**config.mk**
```make
export PLATFORM = sky130hd
export DESIGN_NAME = edge_event_arbiter
export DESIGN_NICKNAME = d
export VERILOG_FILES = /design/src/rtl/edge_evt_pkg.sv /design/src/rtl/edge_chan.sv /design/src/rtl/edge_event_arbiter.sv
export SDC_FILE = /design/constraint.sdc
export NUM_CORES = 1
export LEC_CHECK = 0
export ABC_AREA = 1
export CELL_PAD_IN_SITES_DETAIL_PLACEMENT = 2
export CELL_PAD_IN_SITES_GLOBAL_PLACEMENT = 2
export CORE_ASPECT_RATIO = 1.25
export CORE_MARGIN = 5
export CORE_UTILIZATION = 27
export CTS_BUF_LIST = sky130_fd_sc_hd__clkbuf_4
export CTS_CLUSTER_SIZE = 40
export DETAILED_ROUTE_END_ITERATION = 8
export PLACE_DENSITY = 0.84
export SYNTH_ARGS = -nofsm -noshare
export SYNTH_HDL_FRONTEND = slang
export SYNTH_SLANG_ARGS = --single-unit
```
**constraint.sdc**
```tcl
create_clock -name clk -period 2 [get_ports clk]
set_input_delay 0.4 -clock clk [delete_from_list [all_inputs] [get_ports clk]]
set_output_delay 0.4 -clock clk [all_outputs]
set_load 0.02 [all_outputs]
```
**src/rtl/edge_evt_pkg.sv**
```systemverilog
// Shared encodings for the edge event arbiter: channel mode codes and the
// offer FSM state type.
package edge_evt_pkg;

  localparam logic [1:0] MODE_OFF  = 2'b00;
  localparam logic [1:0] MODE_RISE = 2'b01;
  localparam logic [1:0] MODE_FALL = 2'b10;
  localparam logic [1:0] MODE_BOTH = 2'b11;

  typedef enum logic {
    ST_IDLE  = 1'b0,
    ST_OFFER = 1'b1
  } state_t;

endpackage

```
**src/rtl/edge_chan.sv**
```systemverilog
// One input channel: edge detection under the selected mode, a single pending
// event slot with its edge type, and a sticky overflow flag.
module edge_chan
  import edge_evt_pkg::*;
(
  input  logic       clk,
  input  logic       rst,
  input  logic       sig,
  input  logic [1:0] mode,
  input  logic       consume,
  input  logic       ovf_clr,
  output logic       pending,
  output logic       type_q,
  output logic       overflow
);

  logic prev_q;
  logic armed_q;
  logic want_rise;
  logic want_fall;
  logic qual;
  logic ovf_set;

  assign want_rise = (mode == MODE_RISE) || (mode == MODE_BOTH);
  assign want_fall = (mode == MODE_FALL) || (mode == MODE_BOTH);

  // armed_q masks the first sample after reset so the reset level of prev_q
  // never shows up as an edge.
  assign qual    = armed_q & (sig ^ prev_q) & ((sig & want_rise) | (~sig & want_fall));
  assign ovf_set = qual & pending & ~consume;

  // NOTE: state registers use non-blocking assignments so every flop samples
  // the pre-edge values of its neighbours, independent of statement order.
  always_ff @(posedge clk or negedge rst) begin
    if (!rst) begin
      prev_q   <= 1'b0;
      armed_q  <= 1'b0;
      pending  <= 1'b0;
      type_q   <= 1'b0;
      overflow <= 1'b0;
    end else begin
      prev_q  <= sig;
      armed_q <= 1'b1;

      if (mode == MODE_OFF) begin
        pending <= 1'b0;
      end else if (qual && (!pending || consume)) begin
        pending <= 1'b1;
        type_q  <= sig;
      end else if (consume) begin
        pending <= 1'b0;
      end

      // A fresh overflow beats a simultaneous clear.
      if (ovf_set) begin
        overflow <= 1'b1;
      end else if (ovf_clr) begin
        overflow <= 1'b0;
      end
    end
  end

endmodule

```
**src/rtl/edge_event_arbiter.sv**
```systemverilog
// N-channel edge event controller: per-channel detectors feeding a round-robin
// picker and a single valid/ready event port.
module edge_event_arbiter
  import edge_evt_pkg::*;
#(
  parameter int N   = 4,
  localparam int IDW = $clog2(N)
) (
  input  logic           clk,
  input  logic           rst,
  input  logic [N-1:0]   sig_in,
  input  logic [2*N-1:0] edge_mode,
  output logic           evt_valid,
  input  logic           evt_ready,
  output logic [IDW-1:0] evt_ch,
  output logic           evt_rise,
  output logic [N-1:0]   overflow,
  input  logic           ovf_clr
);

  logic [N-1:0]   pending;
  logic [N-1:0]   type_q;
  logic [N-1:0]   consume;
  logic [IDW-1:0] last_grant;
  logic [IDW-1:0] start;
  logic [2*N-1:0] dbl;
  logic [N-1:0]   rot;
  logic           pick_found;
  logic [IDW-1:0] pick_idx;
  state_t         state;

  for (genvar i = 0; i < N; i++) begin : g_chan
    assign consume[i] = evt_valid & evt_ready & (evt_ch == IDW'(i));

    edge_chan u_chan (
      .clk      (clk),
      .rst      (rst),
      .sig      (sig_in[i]),
      .mode     (edge_mode[2*i +: 2]),
      .consume  (consume[i]),
      .ovf_clr  (ovf_clr),
      .pending  (pending[i]),
      .type_q   (type_q[i]),
      .overflow (overflow[i])
    );
  end

  // Rotate pending so bit 0 is the channel right after the last grant; the
  // lowest set bit of the rotated vector is then the round-robin winner.
  assign start = (last_grant == IDW'(N - 1)) ? '0 : last_grant + 1'b1;
  assign dbl   = {pending, pending} >> start;
  assign rot   = dbl[N-1:0];

  // NOTE: every always_comb output gets a default before any conditional
  // assignment, so no path leaves it unassigned and no latch is inferred.
  always_comb begin
    int off;
    int sum;
    off        = 0;
    pick_found = 1'b0;
    for (int k = N - 1; k >= 0; k--) begin
      if (rot[k]) begin
        pick_found = 1'b1;
        off        = k;
      end
    end
    sum = int'(start) + off;
    if (sum >= N) sum = sum - N;
    pick_idx = IDW'(sum);
  end

  always_ff @(posedge clk or negedge rst) begin
    if (!rst) begin
      state      <= ST_IDLE;
      evt_valid  <= 1'b0;
      evt_ch     <= '0;
      evt_rise   <= 1'b0;
      last_grant <= IDW'(N - 1);
    end else begin
      case (state)
        ST_IDLE: begin
          if (pick_found) begin
            evt_ch    <= pick_idx;
            evt_rise  <= type_q[pick_idx];
            evt_valid <= 1'b1;
            state     <= ST_OFFER;
          end
        end
        ST_OFFER: begin
          if (evt_ready) begin
            last_grant <= evt_ch;
            evt_valid  <= 1'b0;
            state      <= ST_IDLE;
          end
        end
        default: begin
          state     <= ST_IDLE;
          evt_valid <= 1'b0;
        end
      endcase
    end
  end

endmodule

```
======== Word level (Yosys, flattened, before mapping) ========
Cells that the tools add are included.
cells by class
  $lt $le $gt $ge ......................... 2
  eq/ne operators ......................... 18
  reduce and logical (&&, ||, !) cells .... 40
  shifts and indexed selects .............. 1
  bitwise gates (word level) .............. 50
  multiplexer cells ....................... 35
  add/subtract/negate cells ............... 3
operator list
  kind                                                                 number
  2-to-1 mux 32 bit                                                    3
  adder 3 x 32 -> 32 bit                                               1
  greater-or-equal comparator 32 x 4 -> 1 bit (second input constant)  1
  bitwise AND 1 bit                                                    29
  2-to-1 mux 1 bit                                                     26
  == test 2 bit (second input constant)                                11
  AND reduction 2 bit                                                  7
  inverter 1 bit                                                       13
  logical OR 1 bit                                                     12
  nonzero test 3 bit                                                   4
  == test 2 x 1 -> 1 bit (second input constant)                       5
  logical NOT 2 bit                                                    5
  nonzero test 2 bit                                                   4
  right shift 8 x 2 -> 4 bit                                           1
  2-to-1 mux 2 bit                                                     3
  logical AND 1 bit                                                    4
  logical NOT 1 bit                                                    4
  inequality test 2 bit (second input constant)                        2
  bitwise OR 1 bit                                                     4
  case mux 1 bit (2 select lines)                                      2
  bitwise XOR 1 bit                                                    4
  < comparator 2 x 3 -> 1 bit (second input constant)                  1
  adder 2 x 1 -> 2 bit (second input constant)                         1
  binary-select mux 1 bit (select 2 bit)                               1
  subtractor 2 x 1 -> 2 bit (second input constant)                    1
word-level totals
  output and inout bits ................... 8
  input bits .............................. 16
  register bits ........................... 24
  logic and storage cells ................. 171

======== Longest topological paths before layout ========
  depth in word-level cells ............... 12
  depth in mapped cells ................... 14

======== By module ========
Synthesis repeated with hierarchy kept, for this count alone.
unflattened totals
  cell total of the unflattened synthesis .. 192
  area, all modules ....................... 1508.9 µm²
modules (own cells, without submodules)
  module              times used  area each (µm²)  cells an instance
  edge_chan           4           227.7            27
  edge_event_arbiter  1           598.1            84

======== Worst setup path before layout ========
No wires, ideal clock.
  kind .................................... flip-flop to flip-flop
  start point ............................. reg last_grant[0]
  end point ............................... reg evt_rise
  data required time ...................... 1.883 ns
  period minus slack after synthesis ...... 2.143 ns
  stages on the path, launching flop included .. 14
  arrival ................................. 2.026 ns
  setup time .............................. 0.117 ns
  setup slack ............................. -0.143 ns
  cells stage by stage .................... dfstp_2 ha_1 inv_1 nand3_1 nand2_1 nand3_1 a21boi_0 ha_1 xor2_1 inv_1 nand3_1 nand3_1 nand3_1 nand2_1
between the ends
  longest elaborated chain between the ends .. 12
  elaborated cells on any way between the ends .. 19
  those cells by class .................... add/sub (3); order compare (1); eq/ne (1); shift (1); mux (12); reduce/logical (1)
RTL lines
  item                                                                                      line                      text
  start, declared                                                                           edge_event_arbiter.sv:24  logic [IDW-1:0] last_grant;
  start signal, assigned                                                                    edge_event_arbiter.sv:78  last_grant <= IDW'(N - 1);
  start signal, assigned                                                                    edge_event_arbiter.sv:91  last_grant <= evt_ch;
  adder 2 x 1 -> 2 bit or == test 2 bit (tied branches)                                     edge_event_arbiter.sv:50  assign start = (last_grant == IDW'(N - 1)) ? '0 : last_grant + 1'b1;
  2-to-1 mux 2 bit *                                                                        edge_event_arbiter.sv:50
  right shift 8 x 2 -> 4 bit                                                                edge_event_arbiter.sv:51  assign dbl = {pending, pending} >> start;
  2-to-1 mux 2 bit                                                                          edge_event_arbiter.sv:62  if (rot[k]) begin
  2-to-1 mux 32 bit (3 in series)                                                           edge_event_arbiter.sv:62
  adder 3 x 32 -> 32 bit                                                                    edge_event_arbiter.sv:67  sum = int'(start) + off;
  greater-or-equal comparator 32 x 4 -> 1 bit or subtractor 2 x 1 -> 2 bit (tied branches)  edge_event_arbiter.sv:68  if (sum >= N) sum = sum - N;
  2-to-1 mux 2 bit                                                                          edge_event_arbiter.sv:68
  binary-select mux 1 bit (select 2 bit)                                                    edge_event_arbiter.sv:84  evt_rise <= type_q[pick_idx];
  2-to-1 mux 1 bit (not written as such)                                                    edge_event_arbiter.sv:84
  end signal, assigned                                                                      edge_event_arbiter.sv:84
  end, declared                                                                             edge_event_arbiter.sv:16  output logic evt_rise,
Every way passes the cells marked *; elsewhere a longest branch is shown, timed or not. The select of a mux whose other input is x is not followed.
A chain may end at the register's enable or synchronous reset.

======== Worst setup path after layout ========
Ends and elaborated chain as after synthesis.

==> run summary <==
Setup repair after global routing could not meet its margin everywhere. The count of nets after finishing is 206. The average wire per cell in the routed design came out at 15.8 um. For the worst-skew pair, the clock arrives at the later sink with an insertion delay of 0.32 ns. The final setup slack of the worst path is -0.0565 ns. The initial antenna violation count is 0. Counting along the longest clock path gives a buffer depth of 2. Summed over all cells, the static leakage comes to 0.785 nW. The share of synthesized area spent on multiplexers is 0.0164. The number of flops mapped to enable cells by yosys is 0.

The worst register-to-register path ends at evt_rise. The hold violation count in the final report came out at 0. The initial core utilization came out at 0.277. The master cell of the clock root buffer is clkbuf_4. The top-level port count came out at 24. For this run the aggregate overflow at the end of global routing stands at 0. The final reports fail on setup timing. For this run, the leading register cell type out of synthesis is dfrtp_1. The complex-gate fraction of the synthesized area was 0.122. The clock buffer count from CTS came out at 3. The first-iteration detailed-routing DRC count came out at 12.

The endpoint required time on the critical path came out at 2.22 ns. The largest voltage drop on the vdd net came out at 560 uV. The H-tree depth came out at 1. The number of rows in the core area is 27. The via count of the first global-routing pass is 1406.

In the finished design, the share of the clock period the worst path needs comes to 1.03. The start-to-end type of the worst setup path is flop to flop. The detail route stage leaves a number of antenna-violating nets equal to 0. For this design, the sink count on the clock tree is 24. The endpoint arrival time on the critical path is 2.28 ns.

The total wire length is 3.88 mm. After synthesis the cells add up to 0.00122 sq mm. The number of cells on the worst reg-to-reg path came out at 13. In this run the mean area of a mapped cell was 7.91 sq um.

The filler cell count is 526. The sort of element at the end of the critical path is a flop. The max-cap check violation count came out at 0. The core region is 0.00439 sq mm. The number of nets in the synthesized netlist is 172. The total DRC errors in the routed layout came out at 0.

The clock-pin slew on the worst setup and hold paths came out at 0.14 ns. Summing all flip-flop and latch instances after layout gives 603 sq um. Dividing total power by cell area gives a power density of 1770 mW/mm^2. The minimum clock period is 2.06 ns.

STA classifies the critical path startpoint as a flop. Yosys attributes the largest share of cell area to dfrtp_1 45%, nand2_1 13%, o21ai_0 7.8%. The antenna cell count came out at 0.

TritonCTS built the clock tree. For this run, the detailed router's first-pass iteration total came to 3. On the final layout, the worst hold slack is 0.434 ns. The simple-gate share of the synthesized area is 0.246. The final weighted congestion in routability-driven placement is 0.744. The path class of the lowest-slack min-delay path is input pin to async pin. The final max-slew violation count is 0. The run finished, with violations left. In this run the critical register-to-register path is launched from last_grant[0]. The parity-gate share of the synthesized area counting xor and xnor cells came out at 0.00719. By area, the combinational part of the netlist is dominated by simple AND/OR/NAND/NOR gates.

The final worst clock skew is 0.00669 ns. The total of hold buffers inserted after clock tree synthesis is 0. The count of warnings emitted by yosys is 0.

The first global-routing pass estimated 6.64 mm of wire. The via count came out at 1163. Summed over all nets, the half-perimeter wirelength after detailed placement is 3.02 mm. The maximum fanout along the worst path is 6. Of the total synthesized cell area, the portion taken by full adders, half adders and majority gates is 0.0206. The area share of the largest cell type after synthesis is 0.452. The dominant cell type by area after synthesis is dfrtp_1.

The die span in x is 70.1 um. Counting flops and latches in the post-synthesis netlist gives 24. From bottom edge to top edge, the die measures 85.1 um.

The layout overhead on the synthesized area came out at 39.7%. Counting distinct cell types in the post-synthesis netlist gives 22. In the final timing run, aggregate negative setup slack is -0.0825 ns. Setup slack on the worst reg-to-reg path comes out at -0.06 ns. The gate count of the mapped netlist came out at 154. The fmax came out at 486 MHz. The total global-route track usage came out at 0.139. Of the synthesized area, sequential elements account for 0.495. The die covers 0.00596 sq mm. The pin count of the biggest net entering global routing is 25. The post-synthesis async set-or-reset flop share came out at 1.00. The fraction of final layout cells with drive strength greater than 1 is 0.203. The number of setup violations in the final report came out at 2.

The vias per cell is 4.75. The multi-input combinational cell area is 582 sq um. The count of buffers added on input and output ports is 23.
-- power by group --
| group | total, mW | internal, mW | switching, mW | leakage (nW) |
|---|---|---|---|---|
| registers | 0.757 | 0.637 | 0.120 | 0.296 |
| clock network | 0.356 | 0.203 | 0.153 | 0.0279 |
| logic | 1.90 | 0.869 | 1.03 | 0.461 |
| total | 3.02 | 1.71 | 1.31 | 0.785 |
-- cell usage in the layout, fill, tap and decap left out, drive strengths merged --
cell           instances
a21oi                  4
nor2                   9
conb                   1
ha                     2
nand3                 16
inv                   21
o21a                   1
o21ai                 22
dfrtp                 22
bufinv                 1
buf                   10
nor3                   4
nand2                 42
xor2                   1
dfstp                  2
a21boi                 1
clkdlybuf4s50         23
mux2i                  2
clkbuf                 3
-- state kept, by name (all words and copies together), names as in the netlist --
register                cells
evt_valid                   1
g_chan.u_chan.armed_q       1
evt_rise                    1
evt_ch                      2
g_chan.u_chan.overflow      4
g_chan.u_chan.type_q        4
state                       1
g_chan.u_chan.pending       4
g_chan.u_chan.prev_q        4
last_grant                  2
-- metal layers --
layer / routed length [um] / GRT usage
met2: 2310 / 0.291
met4: 44 / 0.0366
met1: 1440 / 0.138
met3: 86 / 0.0190
met5: 0 / 0
-- synth_stat cells (2+ instances only) --
cell type  number
inv_1          18
nand3_1        15
o21ai_0        19
mux2i_1         2
buf_4           4
a21oi_1         4
inv_2           2
dfstp_2         2
nor2_1          9
nor3_1          4
nand2_1        41
ha_1            2
o21ai_1         2
dfrtp_1        22
-- critical path, cell delays in order, from the launching register on --
cell      delay, ns
dfstp_2        0.60
ha_4           0.23
inv_4          0.08
nand3_2        0.06
nand2_2        0.07
nand3_2        0.07
a21boi_2       0.19
ha_4           0.16
xor2_2         0.14
inv_1          0.07
nand3_2        0.08
nand3_1        0.08
nand3_1        0.08
nand2_1        0.05
-- kinds of logic after synthesis --
logic type / count (synthesis)
compound gates: 28
mux: 2
fa+ha+maj: 2
buf+inv: 25
flops: 24
simple gates: 71
other cells: 1
xor+xnor: 1
-- through the flow --
step | cell area (sq um) | setup WS (ns) | cells | util | total power, mW
after floorplan | 1250 | 0.0118 | 154 | - | 1.79
after global placement | 1550 | 0.0110 | 235 | 0.353 | 2.17
after detailed placement | 1550 | -0.0972 | 235 | 0.353 | 2.30
after CTS | 1670 | -0.0705 | 242 | 0.381 | 2.96
after global routing | 1700 | -0.214 | 245 | 0.387 | 3.28
final | 1700 | -0.0565 | 245 | 0.387 | 3.02
-- area by class of cell --
cell class,instances,area share
Clock buffer,3,0.0132
Multi-Input combinational cell,105,0.342
Sequential cell,24,0.355
Clock inverter,1,0.0177
Tap cell,58,0.0427
Timing Repair Buffer,33,0.182
Inverter,21,0.0478
-- worst max-delay path by stage --
stage,startpoint,end,slack (ns)
floorplan,last_grant[0],evt_rise,0.01
global placement,last_grant[1],evt_rise,0.01
detailed placement,last_grant[1],evt_rise,-0.1
CTS,last_grant[0],evt_rise,-0.07
global route,last_grant[0],evt_rise,-0.21
finish,last_grant[0],evt_rise,-0.06
-- repair_timing --
| action | 4_1_cts | 5_1_grt |
|---|---|---|
| pin swaps | 7 | 6 |
| setup buffers | 3 | 3 |
| setup endpoints to repair | 2 | 4 |
| gates resized for setup | 10 | 3 |
(Power assumes the default switching activity.)
